===== src/rtl/alu_seq_pkg.sv =====
// alu_seq_pkg: shared definitions for the ALU sequencer.
//   - DATA_W     : operand / result width
//   - MUL_ITERS  : shift-add iterations for a multiply
//   - OP_*       : opcode encodings presented on req_op / alu_ctl
//   - state_t    : sequencer FSM state encoding
// Optional feature macro: ALU_SEQ_MUL_EN (adds the iterative MUL state).
package alu_seq_pkg;

  localparam int DATA_W    = 32;
  localparam int MUL_ITERS = 32;

  localparam logic [2:0] OP_ADD  = 3'b000;
  localparam logic [2:0] OP_SUB  = 3'b001;
  localparam logic [2:0] OP_XOR  = 3'b010;
  localparam logic [2:0] OP_SLT  = 3'b011;
  localparam logic [2:0] OP_MUL  = 3'b100;
  localparam logic [2:0] OP_SLLV = 3'b101;
  localparam logic [2:0] OP_SRAV = 3'b110;
  localparam logic [2:0] OP_SRLV = 3'b111;

`ifdef ALU_SEQ_MUL_EN
  typedef enum logic [1:0] {
    ST_IDLE = 2'd0,
    ST_EXEC = 2'd1,
    ST_MUL  = 2'd2,
    ST_RESP = 2'd3
  } state_t;
`else
  typedef enum logic [1:0] {
    ST_IDLE = 2'd0,
    ST_EXEC = 2'd1,
    ST_RESP = 2'd3
  } state_t;
`endif

endpackage


===== src/rtl/alu_seq_mul_dp.sv =====
// alu_seq_mul_dp: multiplicand/multiplier shift registers and iteration
// counter for the shift-add multiply. Only compiled with ALU_SEQ_MUL_EN.
// Ports:
//   clk, rst      : clock, asynchronous active-high reset
//   i_load        : initialise from i_a / i_b (request accept with MUL op)
//   i_step        : one multiply iteration happens at this edge
//   i_a, i_b      : multiplicand / multiplier at load time
//   o_alu_b       : addend for this iteration (mcand when mplier LSB set)
//   o_last        : current iteration is the final one
`ifdef ALU_SEQ_MUL_EN
module alu_seq_mul_dp
  import alu_seq_pkg::*;
(
  input  logic              clk,
  input  logic              rst,
  input  logic              i_load,
  input  logic              i_step,
  input  logic [DATA_W-1:0] i_a,
  input  logic [DATA_W-1:0] i_b,
  output logic [DATA_W-1:0] o_alu_b,
  output logic              o_last
);

  localparam int CNT_W = $clog2(MUL_ITERS);

  logic [DATA_W-1:0] r_mcand;
  logic [DATA_W-1:0] r_mplier;
  logic [CNT_W-1:0]  r_count;

  always_ff @(posedge clk or posedge rst) begin
    if (rst) begin
      r_mcand  <= '0;
      r_mplier <= '0;
      r_count  <= '0;
    end else if (i_load) begin
      r_mcand  <= i_a;
      r_mplier <= i_b;
      r_count  <= '0;
    end else if (i_step) begin
      r_mcand  <= r_mcand << 1;
      r_mplier <= r_mplier >> 1;
      r_count  <= r_count + 1'b1;
    end
  end

  assign o_alu_b = r_mplier[0] ? r_mcand : '0;
  // No early exit on a zero multiplier: always run all iterations.
  assign o_last  = (r_count == CNT_W'(MUL_ITERS - 1));

endmodule
`endif


===== src/rtl/alu_sequencer.sv =====
// alu_sequencer: accepts one ALU request at a time, drives a shared external
// combinational ALU and returns the captured result with flags.
// Ports:
//   clk, rst                : clock, asynchronous active-high reset
//   req_valid/req_ready     : request handshake; req_a, req_b, req_op payload
//   rsp_valid/rsp_ready     : response handshake; rsp_out + zero/overflow/
//                             cout/err flags
//   alu_a, alu_b, alu_ctl   : drive to the shared ALU
//   alu_out, alu_zero, alu_overflow, alu_cout : same-cycle ALU results
//   dbg_state               : current FSM state for observation
// Handshake: a transfer occurs on a rising clk edge where valid and ready are
// both high; valid never depends on ready, and the response payload is held
// stable while rsp_valid is high and rsp_ready is low.
// Optional feature macro: ALU_SEQ_MUL_EN (iterative shift-add MUL). Without it
// op MUL completes in one cycle with rsp_err=1 and rsp_out=0.
module alu_sequencer
  import alu_seq_pkg::*;
(
  input  logic              clk,
  input  logic              rst,
  input  logic              req_valid,
  output logic              req_ready,
  input  logic [DATA_W-1:0] req_a,
  input  logic [DATA_W-1:0] req_b,
  input  logic [2:0]        req_op,
  output logic              rsp_valid,
  input  logic              rsp_ready,
  output logic [DATA_W-1:0] rsp_out,
  output logic              rsp_zero,
  output logic              rsp_overflow,
  output logic              rsp_cout,
  output logic              rsp_err,
  output logic [DATA_W-1:0] alu_a,
  output logic [DATA_W-1:0] alu_b,
  output logic [2:0]        alu_ctl,
  input  logic [DATA_W-1:0] alu_out,
  input  logic              alu_zero,
  input  logic              alu_overflow,
  input  logic              alu_cout,
  output state_t            dbg_state
);

  state_t r_state, w_state_nxt;

  logic [DATA_W-1:0] r_a, r_b;
  logic [2:0]        r_op;
  logic              w_accept;
  logic              w_exec_cap;

`ifdef ALU_SEQ_MUL_EN
  logic [DATA_W-1:0] r_acc;
  logic [DATA_W-1:0] w_mul_b;
  logic              w_mul_load;
  logic              w_mul_step;
  logic              w_mul_last;

  alu_seq_mul_dp u_mul_dp (
    .clk     (clk),
    .rst     (rst),
    .i_load  (w_mul_load),
    .i_step  (w_mul_step),
    .i_a     (req_a),
    .i_b     (req_b),
    .o_alu_b (w_mul_b),
    .o_last  (w_mul_last)
  );
`endif

  always_ff @(posedge clk or posedge rst) begin
    if (rst) r_state <= ST_IDLE;
    else     r_state <= w_state_nxt;
  end

  always_comb begin
    w_state_nxt = r_state;
    req_ready   = 1'b0;
    alu_a       = '0;
    alu_b       = '0;
    alu_ctl     = OP_ADD;
    w_accept    = 1'b0;
    w_exec_cap  = 1'b0;
`ifdef ALU_SEQ_MUL_EN
    w_mul_load  = 1'b0;
    w_mul_step  = 1'b0;
`endif
    case (r_state)
      ST_IDLE: begin
        req_ready = 1'b1;
        if (req_valid) begin
          w_accept = 1'b1;
`ifdef ALU_SEQ_MUL_EN
          if (req_op == OP_MUL) begin
            w_mul_load  = 1'b1;
            w_state_nxt = ST_MUL;
          end else begin
            w_state_nxt = ST_EXEC;
          end
`else
          w_state_nxt = ST_EXEC;
`endif
        end
      end
      ST_EXEC: begin
        // An unsupported MUL leaves the ALU at its idle drive.
        if (r_op != OP_MUL) begin
          alu_a   = r_a;
          alu_b   = r_b;
          alu_ctl = r_op;
        end
        w_exec_cap  = 1'b1;
        w_state_nxt = ST_RESP;
      end
`ifdef ALU_SEQ_MUL_EN
      ST_MUL: begin
        alu_a      = r_acc;
        alu_b      = w_mul_b;
        w_mul_step = 1'b1;
        if (w_mul_last) w_state_nxt = ST_RESP;
      end
`endif
      ST_RESP: begin
        if (rsp_ready) w_state_nxt = ST_IDLE;
      end
      default: w_state_nxt = ST_IDLE;
    endcase
  end

  // Request registers.
  always_ff @(posedge clk or posedge rst) begin
    if (rst) begin
      r_a  <= '0;
      r_b  <= '0;
      r_op <= OP_ADD;
    end else if (w_accept) begin
      r_a  <= req_a;
      r_b  <= req_b;
      r_op <= req_op;
    end
  end

`ifdef ALU_SEQ_MUL_EN
  always_ff @(posedge clk or posedge rst) begin
    if (rst)             r_acc <= '0;
    else if (w_mul_load) r_acc <= '0;
    else if (w_mul_step) r_acc <= alu_out;
  end
`endif

  // Response registers: written only on the capture edge, held otherwise.
  always_ff @(posedge clk or posedge rst) begin
    if (rst) begin
      rsp_out      <= '0;
      rsp_zero     <= 1'b0;
      rsp_overflow <= 1'b0;
      rsp_cout     <= 1'b0;
      rsp_err      <= 1'b0;
    end else if (w_exec_cap) begin
      if (r_op == OP_MUL) begin
        rsp_out      <= '0;
        rsp_zero     <= 1'b1;
        rsp_overflow <= 1'b0;
        rsp_cout     <= 1'b0;
        rsp_err      <= 1'b1;
      end else begin
        rsp_out      <= alu_out;
        rsp_zero     <= alu_zero;
        rsp_overflow <= alu_overflow;
        rsp_cout     <= alu_cout;
        rsp_err      <= 1'b0;
      end
    end
`ifdef ALU_SEQ_MUL_EN
    else if (w_mul_step && w_mul_last) begin
      rsp_out      <= alu_out;
      rsp_zero     <= (alu_out == '0);
      rsp_overflow <= 1'b0;
      rsp_cout     <= 1'b0;
      rsp_err      <= 1'b0;
    end
`endif
  end

  assign rsp_valid = (r_state == ST_RESP);
  assign dbg_state = r_state;

endmodule


===== config.mk =====
export PLATFORM = sky130hd
export DESIGN_NAME = alu_sequencer
export DESIGN_NICKNAME = d
export VERILOG_FILES = /design/src/rtl/alu_seq_pkg.sv /design/src/rtl/alu_seq_mul_dp.sv /design/src/rtl/alu_sequencer.sv
export SDC_FILE = /design/constraint.sdc
export NUM_CORES = 1
export LEC_CHECK = 0
export ABC_CLOCK_PERIOD_IN_PS = 4900
export CAP_MARGIN = 20
export CORE_ASPECT_RATIO = 0.8
export CORE_MARGIN = 4
export CORE_UTILIZATION = 42
export CTS_CLUSTER_SIZE = 16
export DETAILED_ROUTE_END_ITERATION = 8
export PLACE_DENSITY = 0.9
export REMOVE_ABC_BUFFERS = 1
export SYNTH_ARGS = -nofsm -noshare
export SYNTH_HDL_FRONTEND = slang
export SYNTH_SLANG_ARGS = --single-unit

===== constraint.sdc =====
create_clock -name clk -period 4.9 [get_ports clk]
set_clock_uncertainty 0.05 [all_clocks]
set_input_delay 0.98 -clock clk [delete_from_list [all_inputs] [get_ports clk]]
set_output_delay 0.98 -clock clk [all_outputs]
set_load 0.005 [all_outputs]

==> results.md <==
* DR pass1 iterations at 4
* CTS buffer count at 9
* Slew Limit Fails at 0
* Worst vdd ir at 392 uV
* Tmin final at ~3.5 ns
* Max-cap violations at 0
* Final net count at 660
* Hold Path Stages at 1
* Largest net degree at the start of global routing at 81
* Status: completed
* Type of the tightest min-delay check: flop to flop
* Initial antenna violation count at 0
* CP Launch Type: flop
* Post-synthesis cell type count at 23
* Setup-failing EPs final at 0
* Post-CTS Setup Bufs at 0
* Core area at around 11000 um^2
* Synth Cell Area at 4690 um^2
* Commonest cells after routing, fill and taps aside: 212 x clkdlybuf4s50_1, 105 x dfrtp_1, 64 x and3_1
* Headroom to the max-slew limit at 0.424
* Total gr overflow at 0
* Clk pin slew, worst setup/hold paths at 0.07 ns
* Full die area at 12900 um^2
* CTS Hold Bufs at 0
* Share of cells above drive strength 1 at 0.118
* Compound-gate portion of the synthesized area at 0.0697
* Fmax at 282 MHz
* Clock Latency Late Sink at 0.33 ns
* Largest family of logic cells by synthesized area: multiplexers
* Worst-case clock buffer depth at 2
* Min Hold Slack at approximately 0.43 ns
* Setup Crit Path Kind: flop to output port
* DRC violations left at 0
* Via Count at 3614
* Ys Warns at 0
* Ports at 213
* Final Hold Viols at 0
* Xor and xnor area share after synthesis at 0
* Unrepaired setup endpoints after global routing: no
* Initial Util at 0.430
* Post-synthesis adder-cell area fraction at 0
* Number of synthesized register bits at 105
* CTS tree: yes
* CP Capture Type: output port
* Commonest non-fill, non-tap cell in the layout: clkdlybuf4s50_1
* # diodes at 0
* Clock Tree Root: clkbuf_16
* Syn_area_per_cell at 13.1 um^2
* Mux share of post-synthesis cell area at 0.163
* DR iter-0 viols at around 250
* CTS HTree Levels at 3
* DP Wirelength at 9.04 mm
* Tot Pwr at 0.00445 W
* Setup tns final at 0 ns
* Die H at 102 um
* WL/cell at around 18 um
* Final WL at 12.9 mm
* Seq/Total Area, Yosys at 0.561
* Antenna-violating nets left at 0
* Arr. time, crit path at 2.51 ns
* Routability cong. at around 0.8
* Tightest Pin Transition at slightly below 0.9 ns
* Via density at slightly above 5
* Row cnt at 34
* Port Buf Inserts at roughly 210
* Resize count post-CTS at 0
* Crit path max fanout at 42
* Worst path required time at 3.87 ns
* Number of global-route vias before repair at 3829
* DIE WIDTH at 126 um
* First-pass GRT wire length at slightly above 20 mm
* CTS Sinks at 105
* Leak pwr at 3.08 nW
* P&R area growth vs syn at 54.1%
* Synth Area in Simple Gates at 0.158
* Post-Synthesis Cells at 358
* R2R cell count at 4
* All-Layer GR Usage at 0.192
* Period utilization at 0.723
* Power Density at 616 nW/um^2
flip-flops by register name, indices dropped and copies added, names as in the netlist:
signal and cells:
dbg_state 2, r_a 32, r_b 32, r_op 3, rsp_cout 1, rsp_err 1
rsp_out 32, rsp_overflow 1, rsp_zero 1
critical path, stage by stage (launching register included):
cell,delay [ns]
dfrtp_1,0.46
or3b_1,0.54
buf_4,0.42
and3_1,0.21
clkdlybuf4s50_1,0.54
stage by stage:
step	util	cells	instance area (um^2)	worst slack, ns
5_1_grt	0.663	703	7220	1.14
3_5_place_dp	0.630	685	6860	1.73
3_3_place_gp	0.627	684	6830	1.75
2_1_floorplan	-	322	4470	0.662
6_report	0.663	703	7220	1.36
4_1_cts	0.658	701	7170	1.34
synthesized netlist by cell type:
cell / instances / area share
a21boi_0: 1 / 0.0016
a21o_1: 1 / 0.0016
a2bb2oi_1: 1 / 0.0019
and2_1: 3 / 0.0040
and3_1: 64 / 0.085
buf_2: 16 / 0.017
buf_4: 1 / 0.0016
buf_6: 8 / 0.019
clkbuf_1: 9 / 0.0072
clkbuf_2: 2 / 0.0021
dfrtp_1: 105 / 0.56
inv_1: 2 / 0.0016
mux2_1: 30 / 0.072
mux2_2: 38 / 0.091
nand2b_1: 1 / 0.0013
nand3b_1: 34 / 0.054
nor2_1: 2 / 0.0016
nor2b_2: 1 / 0.0019
nor3b_1: 1 / 0.0016
nor3b_2: 2 / 0.0053
o21ai_0: 1 / 0.0011
o2bb2ai_1: 34 / 0.064
or3b_1: 1 / 0.0019
report_power, final:
group | switching, W | total (W) | internal, W
clock network | 0.000312 | 0.000726 | 0.000414
logic | 0.000836 | 0.00218 | 0.00135
registers | 0.000234 | 0.00154 | 0.00130
cell families after synthesis:
kind of cell           count (synthesis)
AND/OR/NAND/NOR                      109
flip-flops                           105
multiplexers                          68
AO/OA/AOI/OAI                         38
buffers and inverters                 38
layer usage:
layer / up-vias / track usage / part of all wire
met2: 126 / 0.321 / 0.51
met4: 0 / 0.0627 / 0.021
li1: 1695 / - / -
met3: 21 / 0.0475 / 0.054
met1: 1772 / 0.250 / 0.42
met5: - / 0 / 0
worst paths after layout:
| kind | slack, ns | endpoint | start |
|---|---|---|---|
| min reg2reg | 0.43 | r_b[7]$_DFFE_PP0P_ | r_b[7]$_DFFE_PP0P_ |
| min | 0.43 | r_b[7]$_DFFE_PP0P_ | r_b[7]$_DFFE_PP0P_ |
| min in group asynchronous | 0.83 | r_b[9]$_DFFE_PP0P_ | rst |
| max reg2reg | 2.70 | r_b[29]$_DFFE_PP0P_ | dbg_state[0]$_DFFE_PP0P_ |
| max | 1.36 | alu_a[4] | r_op[1]$_DFFE_PP0P_ |
| max in group asynchronous | 3.01 | rsp_out[26]$_DFFE_PP0P_ | rst |
area by class of cell:
type                            count  area, um^2
Multi-Input combinational cell    215        1850
Tap cell                          144         180
Fill cell                         826        3670
Sequential cell                   105        2630
Clock buffer                       11         243
Clock inverter                      5        63.8
Timing Repair Buffer              221        2250
Inverter                            2        10.0
Power figures use the tool's default switching activity.
